## config.mk

```make
export PLATFORM = sky130hd
export DESIGN_NAME = isp1761_bus_sched
export DESIGN_NICKNAME = d
export VERILOG_FILES = /design/src/rtl/isp1761_bus_sched.sv
export SDC_FILE = /design/constraint.sdc
export NUM_CORES = 1
export LEC_CHECK = 0
export ABC_CLOCK_PERIOD_IN_PS = 2900
export BUFFER_PORTS_ARGS = -buffer_cell sky130_fd_sc_hd__buf_2
export CAP_MARGIN = 10
export CORE_MARGIN = 4
export CORE_UTILIZATION = 25
export DETAILED_ROUTE_END_ITERATION = 8
export SLEW_MARGIN = 5
export SYNTH_ARGS = -nofsm -noshare
export SYNTH_HDL_FRONTEND = slang
export SYNTH_SLANG_ARGS = --single-unit
export TNS_END_PERCENT = 10
```

## constraint.sdc

```tcl
create_clock -name s_clk -period 2.9 [get_ports s_clk]
set_input_delay 0.58 -clock s_clk [delete_from_list [all_inputs] [get_ports s_clk]]
set_output_delay 0.58 -clock s_clk [all_outputs]
set_load 0.05 [all_outputs]
```

## src/rtl/isp1761_bus_sched.sv

```systemverilog
// ISP1761 parallel-bus cycle scheduler: arbitrates two requesters and runs one timed CS/strobe cycle per grant.
// Optional macro ISP_SCHED_ROUND_ROBIN_EN selects round-robin tie-breaking; otherwise port 0 has fixed priority.
module isp1761_bus_sched #(
   parameter int T_SETUP   = 2,
   parameter int T_STROBE  = 3,
   parameter int T_HOLD    = 1,
   parameter int T_RECOVER = 2
) (
   input  logic        s_clk,
   input  logic        s_reset,
   input  logic        req0,
   input  logic        req1,
   input  logic        wr0,
   input  logic        wr1,
   input  logic [16:0] addr0,
   input  logic [16:0] addr1,
   input  logic [31:0] wdata0,
   input  logic [31:0] wdata1,
   output logic        ack0,
   output logic        ack1,
   output logic [31:0] rdata,
   output logic        CS_N,
   output logic        RD_N,
   output logic        WR_N,
   output logic [16:0] A,
   output logic [31:0] D_OUT,
   output logic        D_OE,
   input  logic [31:0] D_IN,
   output logic        busy,
   output logic [2:0]  dbg_state
);

   if (T_SETUP < 1 || T_SETUP > 15 || T_STROBE < 1 || T_STROBE > 15 ||
       T_HOLD < 1 || T_HOLD > 15 || T_RECOVER < 1 || T_RECOVER > 15) begin : g_param_err
      $error("isp1761_bus_sched: timing parameters must lie in 1..15");
   end

   localparam logic [3:0] C_SETUP   = 4'(T_SETUP - 1);
   localparam logic [3:0] C_STROBE  = 4'(T_STROBE - 1);
   localparam logic [3:0] C_HOLD    = 4'(T_HOLD - 1);
   localparam logic [3:0] C_RECOVER = 4'(T_RECOVER - 1);

   typedef enum logic [2:0] {
      S_IDLE    = 3'd0,
      S_SETUP   = 3'd1,
      S_STROBE  = 3'd2,
      S_HOLD    = 3'd3,
      S_RECOVER = 3'd4
   } state_t;

   state_t     state_q, state_d;
   logic [3:0] cnt_q, cnt_d;
   logic       gnt_q;
   logic       wr_q, wr_d;
   logic       grant_go, grant_port;
   logic       ack_d, cap_rd;
   logic       cs_act_d;

   assign grant_go = (state_q == S_IDLE) && (req0 || req1);

`ifdef ISP_SCHED_ROUND_ROBIN_EN
   // rr_q names the port that wins the next tie; it flips away from every granted port.
   logic rr_q;
   assign grant_port = (req0 && req1) ? rr_q : req1;

   always_ff @(posedge s_clk) begin
      if (s_reset)
         rr_q <= 1'b0;
      else if (grant_go)
         rr_q <= ~grant_port;
   end
`else
   assign grant_port = ~req0;
`endif

   always_comb begin
      state_d = state_q;
      cnt_d   = cnt_q;
      ack_d   = 1'b0;
      cap_rd  = 1'b0;
      case (state_q)
         S_IDLE: begin
            if (grant_go) begin
               state_d = S_SETUP;
               cnt_d   = C_SETUP;
            end
         end
         S_SETUP: begin
            if (cnt_q == 4'd0) begin
               state_d = S_STROBE;
               cnt_d   = C_STROBE;
            end else
               cnt_d = cnt_q - 4'd1;
         end
         S_STROBE: begin
            if (cnt_q == 4'd0) begin
               state_d = S_HOLD;
               cnt_d   = C_HOLD;
               cap_rd  = ~wr_q;
            end else
               cnt_d = cnt_q - 4'd1;
         end
         S_HOLD: begin
            if (cnt_q == 4'd0) begin
               state_d = S_RECOVER;
               cnt_d   = C_RECOVER;
               ack_d   = 1'b1;
            end else
               cnt_d = cnt_q - 4'd1;
         end
         S_RECOVER: begin
            if (cnt_q == 4'd0)
               state_d = S_IDLE;
            else
               cnt_d = cnt_q - 4'd1;
         end
         default: begin
            state_d = S_IDLE;
            cnt_d   = 4'd0;
         end
      endcase
   end

   // Pad outputs are registered from the next state so they line up with the state they describe.
   assign wr_d     = grant_go ? (grant_port ? wr1 : wr0) : wr_q;
   assign cs_act_d = (state_d == S_SETUP) || (state_d == S_STROBE) || (state_d == S_HOLD);

   always_ff @(posedge s_clk) begin
      if (s_reset) begin
         state_q <= S_IDLE;
         cnt_q   <= 4'd0;
         gnt_q   <= 1'b0;
         wr_q    <= 1'b0;
         CS_N    <= 1'b1;
         RD_N    <= 1'b1;
         WR_N    <= 1'b1;
         D_OE    <= 1'b0;
         A       <= '0;
         D_OUT   <= '0;
         ack0    <= 1'b0;
         ack1    <= 1'b0;
         rdata   <= '0;
      end else begin
         state_q <= state_d;
         cnt_q   <= cnt_d;
         wr_q    <= wr_d;
         CS_N    <= ~cs_act_d;
         RD_N    <= ~((state_d == S_STROBE) && !wr_d);
         WR_N    <= ~((state_d == S_STROBE) && wr_d);
         D_OE    <= cs_act_d && wr_d;
         ack0    <= ack_d && !gnt_q;
         ack1    <= ack_d && gnt_q;
         if (grant_go) begin
            gnt_q <= grant_port;
            A     <= grant_port ? addr1 : addr0;
            D_OUT <= grant_port ? wdata1 : wdata0;
         end
         if (cap_rd)
            rdata <= D_IN;
      end
   end

   assign busy      = (state_q != S_IDLE);
   assign dbg_state = state_q;

endmodule
```

# Yosys cells after proc, flatten, opt, wreduce, memory -nomap -nowiden
# Cells that the tools add are included.
# word_totals
output_inout_bits,91
reg_bits,96
# op_classes
muxes,20
n_eq_ne,9
add_sub_neg,1
n_reduce_logical,15
bitwise,5
# op_table
operator,count
32-bit two-way mux,1
4-bit two-way mux,5
4-bit one-hot mux with 5 select lines,1
17-bit two-way mux,1
3-bit two-way mux,5
3-bit one-hot mux with 5 select lines,1
"3-bit by 2-bit == test with 1-bit output, second input constant",4
"3-bit by 1-bit == test with 1-bit output, second input constant",2
1-bit logical AND,6
1-bit two-way mux,6
1-bit inverter,5
4-bit logical NOT,1
"2-bit != test, second input constant",2
"4-bit by 1-bit subtractor with 4-bit output, second input constant",1
"3-bit == test, second input constant",1
3-bit logical NOT,1
1-bit logical OR,3
3-bit nonzero test,1
1-bit logical NOT,2
2-bit AND reduction,1

# Logic depth before layout (Yosys ltp)
# Gate-level depths: netlist (run 1).
# depth
depth_word,8
mapped_depth,9

# Worst setup path after synthesis (run 1)
# Ideal clock, no wire load.
# synth_path
path_type,reg2reg
start,"register state_q[1], in the netlist dbg_state[1]"
end,register D_OUT[10]
arrival_ns,1.963
required_ns,2.766
path_stages_with_launch,8
setup_time_ns,0.134
synth_period_minus_slack_ns,2.097
setup_slack_ns,0.803
cell_sequence,dfxtp_1 clkbuf_1 nor3_2 inv_2 nor2_2 buf_2 buf_2 a211oi_1
# synth_between
elab_chain_len,2
# synth_rtl
item,line,source
from (decl),51,"state_t state_q, state_d;"
from (signal assigned),144,state_q <= state_d;
3-bit logical NOT,59,assign grant_go = (state_q == S_IDLE) && (req0 || req1);
1-bit logical AND,59,
to (signal assigned),156,D_OUT <= grant_port ? wdata1 : wdata0;
to (decl),26,"output logic [31:0] D_OUT,"
# No other way between the ends.
# A chain may end at the register's enable or synchronous reset.

# Worst setup path after layout (run 1)
# layout_path
start,register cnt_q[0]
end,register rdata[17]
# layout_between
elab_chain_len,3
# layout_rtl
item,line,source
from (decl),52,"logic [3:0] cnt_q, cnt_d;"
from (signal assigned),145,cnt_q <= cnt_d;
4-bit logical NOT,96,if (cnt_q == 4'd0) begin
1-bit two-way mux,96,
1-bit two-way mux,81,case (state_q)
to (signal assigned),142,rdata <= '0;
to (signal assigned),159,rdata <= D_IN;
to (decl),21,"output logic [31:0] rdata,"
# No other way between the ends.

==> results of run 1 <==
state kept, by name, indices dropped and copies added (netlist names):
signal and flops:
D_OUT 32, rdata 32, A 17, cnt_q 4
dbg_state 3, CS_N 1, D_OE 1, RD_N 1
WR_N 1, ack0 1, ack1 1, gnt_q 1
wr_q 1
cells in the mapped netlist (3+ instances only):
master	number
nor2_1	60
inv_1	4
a211oi_1	51
nor3_1	5
dfxtp_1	96
clkbuf_1	19
a21oi_1	40
nor3b_1	3
o21ai_0	3
mux2i_1	51
buf_2	12
nand2_1	67
nand3_1	4
or2_2	3
buf_8	3
power groups by stage:
stage	Combinational [µW]	Clock (µW)	Sequential, µW
floorplan	1180	0	3110
global placement	2960	0	1950
detailed placement	2960	0	1960
CTS	2960	1390	1930
global route	3170	1440	1990
finish	2930	1320	1930
layout make-up:
class	count	area, µm²
flip-flops and latches	96	1920
fillers	1663	10200
clock inverters	6	98.8
well taps	216	270
multi-input cells	308	1870
repair buffers	233	1180
inverters	5	18.8
clock buffers	10	239
final timing paths:
path,start,end,slack (ns)
max,cnt_q[0]$_SDFFE_PP0P_,rdata[17]$_SDFFE_PP0P_,0.71
min,rdata[28]$_SDFFE_PP0P_,rdata[28]$_SDFFE_PP0P_,0.45
max reg2reg,cnt_q[0]$_SDFFE_PP0P_,rdata[17]$_SDFFE_PP0P_,0.71
min reg2reg,rdata[28]$_SDFFE_PP0P_,rdata[28]$_SDFFE_PP0P_,0.45
layer usage:
metal  up-vias  routed length, µm  track usage [%]
li1       1969                  -                -
met1      1625               4770             15.1
met2       153               5070             18.9
met3        12               1090             4.96
met4         0                143             3.28
met5         -                  0                0
metrics by stage:
step                      area, µm²  instances  hold slack (ns)
after global routing           5610        874            0.452
after detailed placement       5270        858            0.443
after global placement         5270        858            0.438
final                          5610        874            0.452
after CTS                      5610        874            0.448
after floorplan                4010        446            0.423
worst max-delay path: cells and delay by family (launching register included):
kind | cells | cell delay (ns)
and+or+nand+nor | 3 | 1.32
DFF | 1 | 0.31
adders and majority gates | 1 | 0.22
buffers and inverters | 1 | 0.10
AOI/OAI and AO/OA | 1 | 0.07
cell families (layout without fill, tap and decap cells):
| group | Yosys count | count (layout) | share of synthesized area [%] |
|---|---|---|---|
| mux | 52 | 52 | 13.0 |
| xor+xnor | 1 | 1 | 0.218 |
| flops | 96 | 96 | 47.9 |
| fa+ha+maj | 2 | 2 | 0.624 |
| compound gates | 99 | 99 | 15.8 |
| simple gates | 154 | 154 | 16.9 |
| buf+inv | 42 | 254 | 5.52 |
==> flow_summary.json, run 1 <==
{
  "status": "complete, no violations",
  "holdPathStages": 2,
  "routedWlPerCell_um": 12.7,
  "io_pins": 227,
  "max_cap_violations": 0,
  "post_cts_buffers": 0,
  "start_util_pct": 25.4,
  "required_ns": 3.11,
  "hold_violations": 0,
  "antenna_found_initial": 0,
  "track_usage_pct": 12.0,
  "clock_latency_ns": 0.35,
  "row_count": 46,
  "place_congestion": 0.749,
  "cp_slowest_stage_delay_ns": 0.71,
  "layout_common_cells": "226 x buf_2, 96 x dfxtp_1, 67 x nand2_1, 60 x nor2_1",
  "wl_mm": 11.1,
  "rsz0062_at_grt": "false",
  "first_pass_iters": 4,
  "slew_violations": 0,
  "synthTopCellsByArea": "dfxtp_1 48%, mux2i_1 13%, a211oi_1 9.5%, nand2_1 6.3%, nor2_1 5.6%",
  "cts-root-buf": "clkbuf_16",
  "drc_errors": 0,
  "setup.worst_path.end_class": "register",
  "via_count": 3759,
  "worst_pin_slew_ns": 0.572,
  "min_path_type": "reg2reg",
  "synth_edf_count": 0,
  "ys_seq_area_share_pct": 47.9,
  "max_freq_ghz": 0.458,
  "crit_chain": "inv_1 > ha_1 > or3b_1 > or4_4 > nand2_1 > a21oi_1",
  "drive_gt1_share_pct": 39.4,
  "p_sw_uw": 2940,
  "fin_ws_ns": 0.715,
  "synthesis.area_mm2": 0.00401,
  "viasPerCell": 4.30,
  "num_antenna_cells": 0,
  "p_leak_uw": 0.00264,
  "hpwl_mm": 8.23,
  "fin_skew_ns": 0.00832,
  "nNetsFinal": 791,
  "synth-seq-cells": 96,
  "setup-violations-final": 0,
  "path_class": "reg2reg",
  "irDropWorstVdd_uv": 531,
  "cts_tree": "yes",
  "grt_max_degree": 55,
  "rr_worst_depth": 6,
  "grt_pass1_wl_mm": 17.5,
  "synth_cell_types": 37,
  "cts_max_path_buffers": 2,
  "postSynthCellCount": 446,
  "core_area_mm2": 0.0158,
  "gr-total-overflow": 0,
  "syn_to_final_growth_pct": 39.7,
  "die_h_um": 135,
  "yosysWarningCount": 0,
  "cts_max_level": 3,
  "finish.utilization_pct": 35.4,
  "min_period_ns": 2.19,
  "p_int_uw": 3240,
  "pre_cts_slack_ns": 0.725,
  "numCtsBuffers": 9,
  "clk_pin_slew_worst_paths_ns": 0.07,
  "cts_resized": 0,
  "synthArstFlopShare_pct": 0,
  "pwr-share-clk_pct": 21.4,
  "p_comb_share_pct": 47.3,
  "clock-sinks": 96,
  "synth_ff_type": "dfxtp_1",
  "synth_top_cell_by_area": "dfxtp_1",
  "syn_nets": 584,
  "total_power_uw": 6180,
  "netlist.area_leader.share_pct": 47.9,
  "tns_ns": 0,
  "ant_nets": 0,
  "power_density_mw_per_mm2": 1100,
  "worstPathArrival_ns": 2.40,
  "die_w_um": 135,
  "postCtsHoldBufs": 0,
  "power_switching_share_pct": 47.5,
  "drt_iter0_markers": 126,
  "crit_fanout": 32,
  "port_buffers": 226,
  "slew_headroom_pct": 61.8,
  "dieArea_mm2": 0.0181,
  "worst_setup_path_start_kind": "register",
  "period_share_pct": 75.4,
  "final_common_cell": "buf_2",
  "grt_pass1_vias": 3488,
  "synth.avg_cell_area_um2": 9.00,
  "critPathSlowestCell": "or4_4",
  "p_seq_share_pct": 31.2
}
No activity file was read; power rests on OpenSTA's default activity.
==> run 2: changes to the inputs <==
--- a/config.mk
+++ b/config.mk
@@ -5,7 +5,7 @@
 export SDC_FILE = /design/constraint.sdc
 export NUM_CORES = 1
 export LEC_CHECK = 0
-export ABC_CLOCK_PERIOD_IN_PS = 2900
+export ABC_CLOCK_PERIOD_IN_PS = 2200
 export BUFFER_PORTS_ARGS = -buffer_cell sky130_fd_sc_hd__buf_2
 export CAP_MARGIN = 10
 export CORE_MARGIN = 4
==> constraint.sdc (replaced) <==
create_clock -name s_clk -period 2.2 [get_ports s_clk]
set_input_delay 0.44 -clock s_clk [delete_from_list [all_inputs] [get_ports s_clk]]
set_output_delay 0.44 -clock s_clk [all_outputs]
set_load 0.05 [all_outputs]
==> flow_summary.json, run 2 (synthesis gave the netlist of run 1 again) <==
{
  "worst_setup_path_start_kind": "register",
  "rsz0062_at_grt": "true",
  "setup.worst_path.end_class": "register",
  "final_common_cell": "buf_2",
  "status": "complete, no violations",
  "power_switching_share_pct": 48.4,
  "finalNonFillerCells": 875,
  "gr-total-overflow": 0,
  "fin_ws_ns": 0.144,
  "fin_skew_ns": 0.00912,
  "row_count": 46,
  "pre_cts_slack_ns": 0.145,
  "drc_errors": 0,
  "dieArea_mm2": 0.0181,
  "top_regs": "D_OUT (32), rdata (32), A (17)",
  "holdPathStages": 3,
  "min_period_ns": 2.06,
  "ant_nets": 0,
  "io_pins": 227,
  "layout_common_cells": "226 x buf_2, 96 x dfxtp_1, 67 x nand2_1, 60 x nor2_1",
  "grt_pass1_wl_mm": 17.5,
  "nNetsFinal": 792,
  "pwr-share-clk_pct": 17.9,
  "antenna_found_initial": 0,
  "wl_mm": 11.1,
  "period_share_pct": 93.4,
  "p_int_uw": 4110,
  "setup-violations-final": 0,
  "track_usage_pct": 11.9,
  "total_power_uw": 7970,
  "drive_gt1_share_pct": 39.2,
  "core_area_mm2": 0.0158,
  "rr_worst_depth": 6,
  "max_cap_violations": 0,
  "die_h_um": 135,
  "viasPerCell": 4.35,
  "place_congestion": 0.785,
  "drt_iter0_markers": 177,
  "p_leak_uw": 0.00262,
  "slew_violations": 0,
  "hpwl_mm": 8.19,
  "slew_headroom_pct": 55.9,
  "worst_pin_slew_ns": 0.662,
  "worstPathArrival_ns": 2.25,
  "required_ns": 2.39,
  "p_seq_share_pct": 31.9,
  "port_buffers": 226,
  "max_freq_ghz": 0.486,
  "num_antenna_cells": 0,
  "cts_max_path_buffers": 2,
  "clock_latency_ns": 0.34,
  "grt_max_degree": 55,
  "p_comb_share_pct": 50.2,
  "cts_tree": "yes",
  "syn_to_final_growth_pct": 39.8,
  "irDropWorstVdd_uv": 512,
  "first_pass_iters": 4,
  "postCtsHoldBufs": 0,
  "routedWlPerCell_um": 12.7,
  "crit_fanout": 32,
  "numCtsBuffers": 9,
  "hold_violations": 0,
  "die_w_um": 135,
  "cts_max_level": 3,
  "clk_pin_slew_worst_paths_ns": 0.07,
  "power_density_mw_per_mm2": 1420,
  "via_count": 3806,
  "placed_cells": 859,
  "p_sw_uw": 3860,
  "cts-root-buf": "clkbuf_16",
  "path_class": "reg2reg",
  "grt_pass1_vias": 3563,
  "clock-sinks": 96,
  "start_util_pct": 25.4,
  "min_path_type": "in2reg"
}
-- run 2: final timing paths --
| kind | slack, ns | start | end |
|---|---|---|---|
| setup / recovery | 0.14 | cnt_q[0]$_SDFFE_PP0P_ | rdata[16]$_SDFFE_PP0P_ |
| hold / removal | 0.33 | D_IN[29] | rdata[29]$_SDFFE_PP0P_ |
| setup reg to reg | 0.14 | cnt_q[0]$_SDFFE_PP0P_ | rdata[16]$_SDFFE_PP0P_ |
| hold reg to reg | 0.45 | rdata[15]$_SDFFE_PP0P_ | rdata[15]$_SDFFE_PP0P_ |
-- run 2: timing repair --
item	4_1_cts	5_1_grt
endpoints found under the setup margin	0	20
setup buffers	0	0
gates resized for setup	0	1
-- run 2: per-layer routing --
metal  share of wire [%]  vias to the layer above  GRT usage [%]
li1                    -                     1976              -
met1                  42                     1651           14.7
met2                  46                      162           18.7
met3                  10                       17           4.17
met4                 2.0                        0           5.26
met5                   0                        -              0
-- run 2: final cells by class --
| cell class | instances | area [µm²] |
|---|---|---|
| fill | 1676 | 10200 |
| sequential | 96 | 1920 |
| multi-input combinational | 308 | 1880 |
| timing repair buffer | 234 | 1250 |
| tap | 216 | 270 |
| clock buffer | 12 | 236 |
| clock inverter | 4 | 31.3 |
| inverter | 5 | 18.8 |
-- run 2: critical path, stage by stage (launching register included) --
cell     delay (ns)
dfxtp_1        0.31
inv_1          0.11
ha_2           0.23
or3b_1         0.37
or4_4          0.68
nand2_1        0.14
a21oi_1        0.07
-- run 2: power groups by stage --
stage / Sequential [µW] / Clock, µW / Combinational (µW)
floorplan: 4100 / 0 / 1560
global placement: 2570 / 0 / 4010
detailed placement: 2580 / 0 / 4040
CTS: 2550 / 1510 / 4030
global route: 2620 / 1570 / 4320
finish: 2550 / 1430 / 4000
-- run 2: stage by stage --
| stage | setup TNS [ns] | hold WS [ns] | utilization, % | area, µm² |
|---|---|---|---|---|
| 6_report | 0 | 0.333 | 35.4 | 5610 |
| 3_5_place_dp | 0 | 0.443 | 33.7 | 5340 |
| 4_1_cts | 0 | 0.313 | 35.4 | 5610 |
| 2_1_floorplan | 0 | 0.423 | - | 4010 |
| 5_1_grt | -0.0994 | 0.328 | 35.4 | 5610 |
| 3_3_place_gp | 0 | 0.439 | 33.7 | 5340 |
==> run 3: changes to the inputs <==
--- a/config.mk
+++ b/config.mk
@@ -11,6 +11,7 @@
 export CORE_MARGIN = 4
 export CORE_UTILIZATION = 25
 export DETAILED_ROUTE_END_ITERATION = 8
+export SETUP_SLACK_MARGIN = 0.3
 export SLEW_MARGIN = 5
 export SYNTH_ARGS = -nofsm -noshare
 export SYNTH_HDL_FRONTEND = slang
==> flow_summary.json, run 3 (synthesis gave the netlist of run 1 again) <==
{
  "first_pass_iters": 6,
  "clock_latency_ns": 0.35,
  "drc_errors": 0,
  "r2r_setup_slack_ns": 0.28,
  "worst_setup_path_start_kind": "register",
  "hold_violations": 0,
  "num_antenna_cells": 0,
  "min_path_type": "in2reg",
  "via_count": 3877,
  "max_freq_ghz": 0.520,
  "rsz0062_at_grt": "true",
  "die_h_um": 135,
  "antenna_found_initial": 0,
  "drive_gt1_share_pct": 42.4,
  "grt_max_degree": 55,
  "port_buffers": 226,
  "final_common_cell": "buf_2",
  "core_area_mm2": 0.0158,
  "min_period_ns": 1.92,
  "numCtsBuffers": 9,
  "place_congestion": 0.778,
  "tns_ns": 0,
  "dieArea_mm2": 0.0181,
  "irDropWorstVdd_uv": 683,
  "syn_to_final_growth_pct": 44.1,
  "worst_pin_slew_ns": 0.532,
  "routedWlPerCell_um": 13.4,
  "worstPathArrival_ns": 2.21,
  "status": "complete, no violations",
  "crit_chain": "inv_4 > ha_4 > or3b_4 > buf_6 > nor4_4 > buf_4 > clkbuf_16 > nand2_1 > a21oi_1",
  "grt_pass1_wl_mm": 17.3,
  "slew_violations": 0,
  "cts_max_path_buffers": 2,
  "cp_slowest_stage_delay_ns": 0.42,
  "required_ns": 2.48,
  "cts_max_level": 3,
  "clock-sinks": 96,
  "top_regs": "D_OUT (32), rdata (32), A (17)",
  "cts_tree": "yes",
  "finish.utilization_pct": 36.5,
  "nNetsFinal": 801,
  "ant_nets": 0,
  "io_pins": 227,
  "power_density_mw_per_mm2": 1460,
  "row_count": 46,
  "p_leak_uw": 0.00269,
  "gr-total-overflow": 0,
  "max_cap_violations": 0,
  "critPathSlowestCell": "or3b_4",
  "fin_skew_ns": 0.00697,
  "crit_fanout": 8,
  "start_util_pct": 25.4,
  "track_usage_pct": 11.9,
  "layout_common_cells": "226 x buf_2, 91 x dfxtp_1, 63 x nand2_1, 60 x nor2_1",
  "die_w_um": 135,
  "setup.worst_path.end_class": "register",
  "setup-violations-final": 0,
  "clk_pin_slew_worst_paths_ns": 0.07,
  "slew_headroom_pct": 64.5,
  "cts-root-buf": "clkbuf_16",
  "wl_mm": 11.8,
  "drt_iter0_markers": 121,
  "crit_family": "simple AND/OR/NAND/NOR gates",
  "hpwl_mm": 8.38,
  "path_class": "reg2reg",
  "critical_path_buf_inv_count": 4,
  "period_share_pct": 87.5,
  "grt_pass1_vias": 3418,
  "viasPerCell": 4.39
}
-- run 3: cell count changes in the layout (fill, tap and decap cells not counted), moves of 4 or more --
| cell | before | now |
|---|---|---|
| nand2_2 | 0 | 4 |
| nand2_1 | 67 | 63 |
| dfxtp_1 | 96 | 91 |
| dfxtp_2 | 0 | 5 |
| buf_4 | 3 | 8 |
-- run 3: metrics by stage --
stage	setup slack, ns	total power (µW)	hold WS [ns]	instances	instance area [µm²]
4_1_cts	0.296	8320	0.307	876	5670
3_3_place_gp	0.290	6640	0.435	860	5360
6_report	0.275	8420	0.325	884	5780
2_1_floorplan	0.223	5690	0.423	446	4040
3_5_place_dp	0.252	6670	0.441	860	5360
5_1_grt	0.200	8960	0.311	884	5780
-- run 3: per-layer routing --
metal / global-route usage, % / vias up / share of wire [%]
met4: 2.77 / 0 / 1.4
li1: - / 1999 / -
met5: 0 / - / 0
met1: 15.2 / 1703 / 42
met3: 4.77 / 14 / 9.3
met2: 18.8 / 161 / 47
-- run 3: tightest hold or removal path, cell delays in order --
cell and delay (ns):
buf_2 0.10, nand2_1 0.04, a21oi_1 0.05
-- run 3: final timing paths --
| kind | startpoint | endpoint | cells past startpoint |
|---|---|---|---|
| worst min register to register | rdata[19]$_SDFFE_PP0P_ | rdata[19]$_SDFFE_PP0P_ | 2 |
| worst max register to register | cnt_q[0]$_SDFFE_PP0P_ | rdata[16]$_SDFFE_PP0P_ | 9 |
| worst max-delay path | cnt_q[0]$_SDFFE_PP0P_ | rdata[16]$_SDFFE_PP0P_ | 9 |
| worst min-delay path | D_IN[20] | rdata[20]$_SDFFE_PP0P_ | 3 |
-- run 3: area by class of cell --
class | instances | area, µm²
clock buffers | 10 | 229
clock inverters | 6 | 76.3
fillers | 1642 | 10000
inverters | 5 | 23.8
multi-input cells | 310 | 1940
flip-flops and latches | 96 | 1930
well taps | 216 | 270
repair buffers | 241 | 1320
-- run 3: power by group --
group          switching (µW)  total (µW)  internal [µW]
registers                 340        2590           2250
clock network             723        1620            902
logic                    2970        4210           1240
total                    4030        8420           4390
-- run 3: timing repair --
action | CTS | global route
endpoints found under the setup margin | 34 | 36
gates resized for setup | 1 | 12
hold endpoints to repair | 0 | 0
buffers inserted | 0 | 4
pin swaps | 1 | 14
cloned | 0 | 4
hold buffers | 0 | 0
